`config.mk`:
```
export PLATFORM = sky130hd
export DESIGN_NAME = rv32_writeback
export DESIGN_NICKNAME = d
export VERILOG_FILES = /design/src/rtl/rv32_pkg.sv /design/src/rtl/rv32_load_align.sv /design/src/rtl/rv32_writeback.sv
export SDC_FILE = /design/constraint.sdc
export NUM_CORES = 1
export LEC_CHECK = 0
export CAP_MARGIN = 20
export CORE_UTILIZATION = 34
export CTS_BUF_LIST = sky130_fd_sc_hd__clkbuf_16
export CTS_CLUSTER_SIZE = 16
export DETAILED_ROUTE_END_ITERATION = 10
export PLACE_DENSITY = 0.65
export SLEW_MARGIN = 20
export SYNTH_ARGS = -nofsm -noshare
export SYNTH_HDL_FRONTEND = slang
export SYNTH_SLANG_ARGS = --single-unit
export TNS_END_PERCENT = 20
```
`constraint.sdc`:
```
create_clock -name clk -period 4.24 [get_ports clk]
set_input_delay 0.636 -clock clk [delete_from_list [all_inputs] [get_ports clk]]
set_output_delay 0.636 -clock clk [all_outputs]
set_load 0.03 [all_outputs]
```
`src/rtl/rv32_pkg.sv`:
```
// Shared RV32I core definitions: writeback result selects and load sizes.
package rv32_pkg;

  localparam int unsigned XLEN = 32;

  // Result source for the writeback mux; encoding 3 is reserved.
  typedef enum logic [1:0] {
    WB_ALU  = 2'd0,
    WB_LOAD = 2'd1,
    WB_PC4  = 2'd2
  } wb_sel_e;

  // Load access size; encoding 3 is reserved and behaves as a word.
  typedef enum logic [1:0] {
    LS_B = 2'd0,
    LS_H = 2'd1,
    LS_W = 2'd2
  } load_size_e;

endpackage

```
`src/rtl/rv32_load_align.sv`:
```
// Load alignment: picks the byte/halfword addressed by offset from the raw
// data-memory word and sign- or zero-extends it.
// Ports:
//   raw       raw aligned data-memory word
//   offset    low address bits of the effective address
//   size      load size (load_size_e)
//   zero_ext  1 = zero-extend (LBU/LHU), 0 = sign-extend
//   data      extended load result (combinational)
module rv32_load_align
  import rv32_pkg::*;
#(
  parameter int unsigned DATA_WIDTH = 32
) (
  input  logic [DATA_WIDTH-1:0] raw,
  input  logic [1:0]            offset,
  input  logic [1:0]            size,
  input  logic                  zero_ext,
  output logic [DATA_WIDTH-1:0] data
);

  logic [7:0]  byte_sel;
  logic [15:0] half_sel;

  // Lane select within the 32-bit word.
  always_comb begin
    byte_sel = raw[7:0];
    case (offset)
      2'd1:    byte_sel = raw[15:8];
      2'd2:    byte_sel = raw[23:16];
      2'd3:    byte_sel = raw[31:24];
      default: byte_sel = raw[7:0];
    endcase
    // Halfword lane depends only on offset[1]; a misaligned bit 0 is ignored.
    half_sel = offset[1] ? raw[31:16] : raw[15:0];
  end

  // Extension; reserved size falls through to a full word.
  always_comb begin
    data = raw;
    case (size)
      LS_B: data = {{(DATA_WIDTH-8){~zero_ext & byte_sel[7]}}, byte_sel};
      LS_H: data = {{(DATA_WIDTH-16){~zero_ext & half_sel[15]}}, half_sel};
      default: data = raw;
    endcase
  end

endmodule

```
`src/rtl/rv32_writeback.sv`:
```
// RV32I writeback stage: MEM/WB pipeline register, result select/alignment,
// register-file write port driver and retired-instruction counter.
// Ports:
//   clk, async_rst      clock (rising edge) and async active-high reset
//   mem_*               MEM-stage instruction fields
//   stall / flush       hold / bubble the MEM/WB register (flush wins)
//   write_enable/addr/data  register-file write port (flop-driven)
//   retired_count       instructions retired since reset
module rv32_writeback
  import rv32_pkg::*;
#(
  parameter int unsigned DATA_WIDTH = 32,
  parameter int unsigned ADDR_WIDTH = 5,
  parameter int unsigned CNT_WIDTH  = 64
) (
  input  logic                  clk,
  input  logic                  async_rst,
  input  logic                  mem_valid,
  input  logic                  mem_rd_we,
  input  logic [ADDR_WIDTH-1:0] mem_rd_addr,
  input  logic [1:0]            mem_wb_sel,
  input  logic [DATA_WIDTH-1:0] mem_alu_result,
  input  logic [DATA_WIDTH-1:0] mem_load_data,
  input  logic [1:0]            mem_load_size,
  input  logic                  mem_load_unsigned,
  input  logic [DATA_WIDTH-1:0] mem_pc_plus4,
  input  logic                  stall,
  input  logic                  flush,
  output logic                  write_enable,
  output logic [ADDR_WIDTH-1:0] write_addr,
  output logic [DATA_WIDTH-1:0] write_data,
  output logic [CNT_WIDTH-1:0]  retired_count
);

  logic                  valid_q;
  logic [DATA_WIDTH-1:0] load_c;
  logic [DATA_WIDTH-1:0] result_c;
  logic                  we_c;

  rv32_load_align #(
    .DATA_WIDTH(DATA_WIDTH)
  ) u_load_align (
    .raw      (mem_load_data),
    .offset   (mem_alu_result[1:0]),
    .size     (mem_load_size),
    .zero_ext (mem_load_unsigned),
    .data     (load_c)
  );

  // Result select ahead of the pipeline register; reserved select yields 0.
  always_comb begin
    result_c = '0;
    case (mem_wb_sel)
      WB_ALU:  result_c = mem_alu_result;
      WB_LOAD: result_c = load_c;
      WB_PC4:  result_c = mem_pc_plus4;
      default: result_c = '0;
    endcase
  end

  // Write strobe precomputed so write_enable comes straight from a flop.
  assign we_c = mem_valid & mem_rd_we & (mem_rd_addr != '0);

  // MEM/WB register: flush beats stall beats capture.
  always_ff @(posedge clk or posedge async_rst) begin
    if (async_rst) begin
      valid_q      <= 1'b0;
      write_enable <= 1'b0;
      write_addr   <= '0;
      write_data   <= '0;
    end else if (flush) begin
      valid_q      <= 1'b0;
      write_enable <= 1'b0;
    end else if (!stall) begin
      valid_q      <= mem_valid;
      write_enable <= we_c;
      write_addr   <= mem_rd_addr;
      write_data   <= result_c;
    end
  end

  // An instruction retires when it leaves MEM/WB; a flush does not cancel it.
  always_ff @(posedge clk or posedge async_rst) begin
    if (async_rst) begin
      retired_count <= '0;
    end else if (valid_q && !stall) begin
      retired_count <= retired_count + CNT_WIDTH'(1);
    end
  end

endmodule

```
# Word level (Yosys, flattened, before mapping)

Cells that the tools add are included.

ROM bits: 0
Word-level logic and storage cells: 34
Memories: 0
RAM bits: 0
Bits in latches: 0
Register bits after elaboration: 103
Bits of input ports: 112

Mux-type cells: 8
Add/subtract/negate cells: 1
Bitwise operators: 7
Divide/modulo/power cells: 0
Eq/ne operators: 7
Order comparisons: 0
Reductions and logical operators: 6
Multiply operators: 0
Shift operators: 0

Operator list:

| operator              | count |
|---|---|
| $pmux 32 s3           | 1 |
| $add 64x1->64 const B | 1 |
| $pmux 32 s2           | 1 |
| $pmux 8 s3            | 1 |
| $mux 16               | 1 |
| $eq 2x1->1 const B    | 3 |
| $eq 2x2->1 const B    | 3 |
| $reduce_bool 5->1     | 1 |
| $and 1x1->1           | 4 |
| $logic_not 2->1       | 2 |
| $mux 1                | 4 |
| $not 1->1             | 3 |
| $ne 2x1->1 const B    | 1 |
| $reduce_and 2->1      | 1 |
| $logic_and 1x1->1     | 1 |
| $logic_not 1->1       | 1 |

# Depth between registers and ports, before layout

Word-level depth: 5
Mapped depth: 7
Mapped depth without buffers: 6

# Hierarchy

Synthesis repeated with hierarchy kept, for this count alone.

Cells, all modules: 641
Area, all modules: 6,004.5 µm²

Modules (own cells, without submodules):

| module          | cells each | area an instance (µm²) | times used | sequential area each (µm²) |
|---|---|---|---|---|
| rv32_writeback  | 508        | 5,021.1                | 1          | 2,577.5 |
| rv32_load_align | 133        | 983.4                  | 1          | 0.0 |

# Least setup slack after synthesis

No wires, ideal clock.

Kind: flip-flop to flip-flop
Start: register retired_count[0]
End: register retired_count[58]
Path slack: 1.853 ns
Clock period less this slack: 2.387 ns
Cell stages (with the launch flop): 8
Library setup time: 0.080 ns
Data arrival time: 2.307 ns
Path buffers: 1
Cell sequence: dfrtp_1 -> ha_1 -> nand3b_1 -> or4_4 -> or3_4 -> buf_6 -> nor4_2 -> xnor2_1

Word-level cells in the longest chain between the ends: 1

RTL lines:

| what                   | line                 | RTL |
|---|---|---|
| from (decl)            | rv32_writeback.sv:32 | `output logic [CNT_WIDTH-1:0] retired_count` |
| from (signal assigned) | rv32_writeback.sv:87 | `retired_count <= retired_count + CNT_WIDTH'(1);` |
| $add 64x1->64          | rv32_writeback.sv:87 |  |

Every way passes these cells.
A chain may end at the register's enable or synchronous reset.

# Worst setup path in the final report

Start: input port stall
End: register retired_count[63]

Word-level cells in the longest chain between the ends: 2

RTL lines:

| what              | line                 | RTL |
|---|---|---|
| from (decl)       | rv32_writeback.sv:27 | `input logic stall,` |
| $logic_not 1->1   | rv32_writeback.sv:86 | `end else if (valid_q && !stall) begin` |
| $logic_and 1x1->1 | rv32_writeback.sv:86 |  |

Every way passes these cells.

==> metrics.txt <==
outcome complete, no violations; Layout Nets 833; Starting Density 0.3525; peak supply drop 201.8 uV; post-route ant nets 0; Max Fclk approximately 350 MHz; Post-synth EDFFs 0; Top Ports 214; CTS Buffer Depth 2; DRT Pass-1 Iters 5; Crit path max-delay family simple AND/OR/NAND/NOR gates; layout cells sized above 1 0.09517; dpl hpwl 13.10 mm; crit path max fanout 15; clock latency on the worst-skew pair 350 ps; global-route wire length before repair 26.13 mm; share of flip-flops with an asynchronous set or reset 1.000; Syn Inst Count between 500 and 600; vias per std cell between 5 and 6; Sink Count 103; Crit path required time 4510 ps; final WL ~17 mm; cell taking the most area after synthesis dfrtp_1; max incr delay on CP 790 ps; CTS tree yes; die width 128.2 um; hold buffer count at cts 0; critical path endpoint category flip-flop; Ys Warns 0; # resized after CTS 0; die area around 0.016 mm^2; # H-tree levels 3; Syn-to-layout area delta 49.09%; setup TNS 0 ps; synthesized flop and latch total about 100; final worst clock skew ~5.7 ps; number of CTS-inserted buffers 9; DRC errors left 0; PortBufs between 200 and 250; post-CTS setup buffers 0; Fillers between 1000 and 1500; Cell Int Power 1.827 mW; sw power 0.7701 mW; gr ovfl total 0; row cnt 45; power density cells 321.4 mW/mm^2; Core ar. 0.01537 mm^2; fin crit share 0.6747; initial antenna violation count 0; HP Class flip-flop to flip-flop; Synth area leaders dfrtp_1 (48%), xnor2_1 (5.3%), mux2_2 (5.0%), xor2_1 (4.8%), a222oi_1 (4.2%); commonest non-fill, non-tap cell in the layout clkdlybuf4s50_1; Max-Cap Viols 0; startpoint class of the critical path input pin; cell area after synthesis 0.005419 mm^2; Relative slew margins 0.3545; final setup vio count 0; Netlist cell types 48; 1st-iter DRT viols 464; CP bufs+invs 1; clock group share of total power 0.328; Leak around 3.4 nW; largest net degree at the start of global routing 52; antenna cells 0; Worst EP arrival roughly 3100 ps; Wirelength per Cell roughly 18 um; GRT Total Usage 0.2089; sequential power share 0.429; RSZ-0062 raised after global routing no; die height 128.2 um; slowest cell on the critical path or4b_1; Hold WS 474.3 ps; final-report max-slew violation count 0; Final min period 2861 ps; Setup CP Type input pin to flip-flop; Yosys top cell area share 0.4756; RePlAce Congestion 0.8682; clock-pin slew on the worst setup and hold paths 70 ps; Root Driver clkbuf_16; sequential fraction of the synthesis area 0.4756; vias in the first global route ~5000; syn avg cell area ~11 um^2; most frequent cells in the layout clkdlybuf4s50_1 (212), dfrtp_1 (103), nand2_1 (53); Worst Max-Slew Pin Slew between 900 and 1000 ps; DR vias about 5100; final hold violation count 0; Switching Share 0.2966; critical-path cell list clkdlybuf4s50_1 > nand4b_1 > nor2_1 > or4b_1 > nor4_1 > xor2_1; R2R Setup Slk between 1500 and 2000 ps; Synthesized Nets 625; predominant post-synthesis flop cell dfrtp_1; combinational share of power 0.244
[path summary, 6_finish.rpt]
path,from,end,cells after the start
min in group asynchronous,async_rst,retired_count[43]$_DFFE_PP0P_,2
max in group asynchronous,async_rst,write_data[5]$_DFFE_PP0P_,3
min,write_addr[0]$_DFFE_PP0P_,write_addr[0]$_DFFE_PP0P_,2
max reg2reg,retired_count[26]$_DFFE_PP0P_,retired_count[50]$_DFFE_PP0P_,5
min reg2reg,write_addr[0]$_DFFE_PP0P_,write_addr[0]$_DFFE_PP0P_,2
max,stall,retired_count[63]$_DFFE_PP0P_,6
[flip-flops by register name, summed over array words and instances (netlist names)]
signal,count
write_data,32
retired_count,64
valid_q,1
write_enable,1
write_addr,5
[power by group through the flow]
stage	clock (mW)	sequential [mW]	combinational, mW
after floorplan	0	1.26	0.178
after global routing	0.907	1.12	0.668
after global placement	0	1.13	0.629
after detailed placement	0	1.13	0.636
final	0.850	1.11	0.633
after CTS	0.870	1.11	0.638
[kinds of logic after synthesis]
logic type                 after synthesis  share of synthesized area
and+or+nand+nor                        181                     0.1801
muxes                                   42                    0.08543
DFF                                    103                     0.4756
adders and majority gates                1                   0.002309
buffers and inverters                   36                    0.02794
xor gates and xnor gates                63                     0.1018
AOI/OAI and AO/OA                       86                     0.1268
[cell usage after synthesis (10+ instances only)]
cell type	number
dfrtp_1	103
nand2_1	53
xnor2_1	33
nand3_1	32
xor2_1	30
mux2_2	24
a222oi_1	23
clkbuf_1	20
nor2_1	20
mux2i_1	17
nor3_1	17
nor4_1	12
nand4_1	11
a21oi_1	10
inv_1	10
[tightest hold or removal path: cells and delay by family (launching register included)]
family,cells,cell delay (ps)
and+or+nand+nor,2,110
DFF,1,340
[cell type report]
class / instances / area, um^2 / share of cell area
multi-input combinational: 373 / 2693 / 0.3333
sequential: 103 / 2577 / 0.3190
timing repair buffer: 223 / 2202 / 0.2726
tap: 211 / 264.0 / 0.03268
clock buffer: 9 / 225.2 / 0.02788
clock inverter: 7 / 77.57 / 0.009602
inverter: 10 / 40.04 / 0.004956
[through the flow]
| step | power [mW] | cells | worst slack [ps] | util | cell area, um^2 |
|---|---|---|---|---|---|
| after global routing | 2.698 | 936 | 1241 | 0.5256 | 8079 |
| after detailed placement | 1.769 | 920 | 1036 | 0.5059 | 7776 |
| after floorplan | 1.439 | 512 | 900.2 | - | 5419 |
| after CTS | 2.622 | 936 | 1402 | 0.5256 | 8079 |
| after global placement | 1.759 | 920 | 1126 | 0.5059 | 7776 |
| final | 2.597 | 936 | 1379 | 0.5256 | 8079 |
[routing by layer]
layer | global-route usage | share of wire | vias to the layer above
met4 | 0.09204 | 0.027 | 0
met2 | 0.3507 | 0.48 | 231
li1 | - | - | 2331
met1 | 0.2591 | 0.42 | 2497
met5 | 0 | 0 | -
met3 | 0.04257 | 0.068 | 28
(Power assumes the default switching activity.)
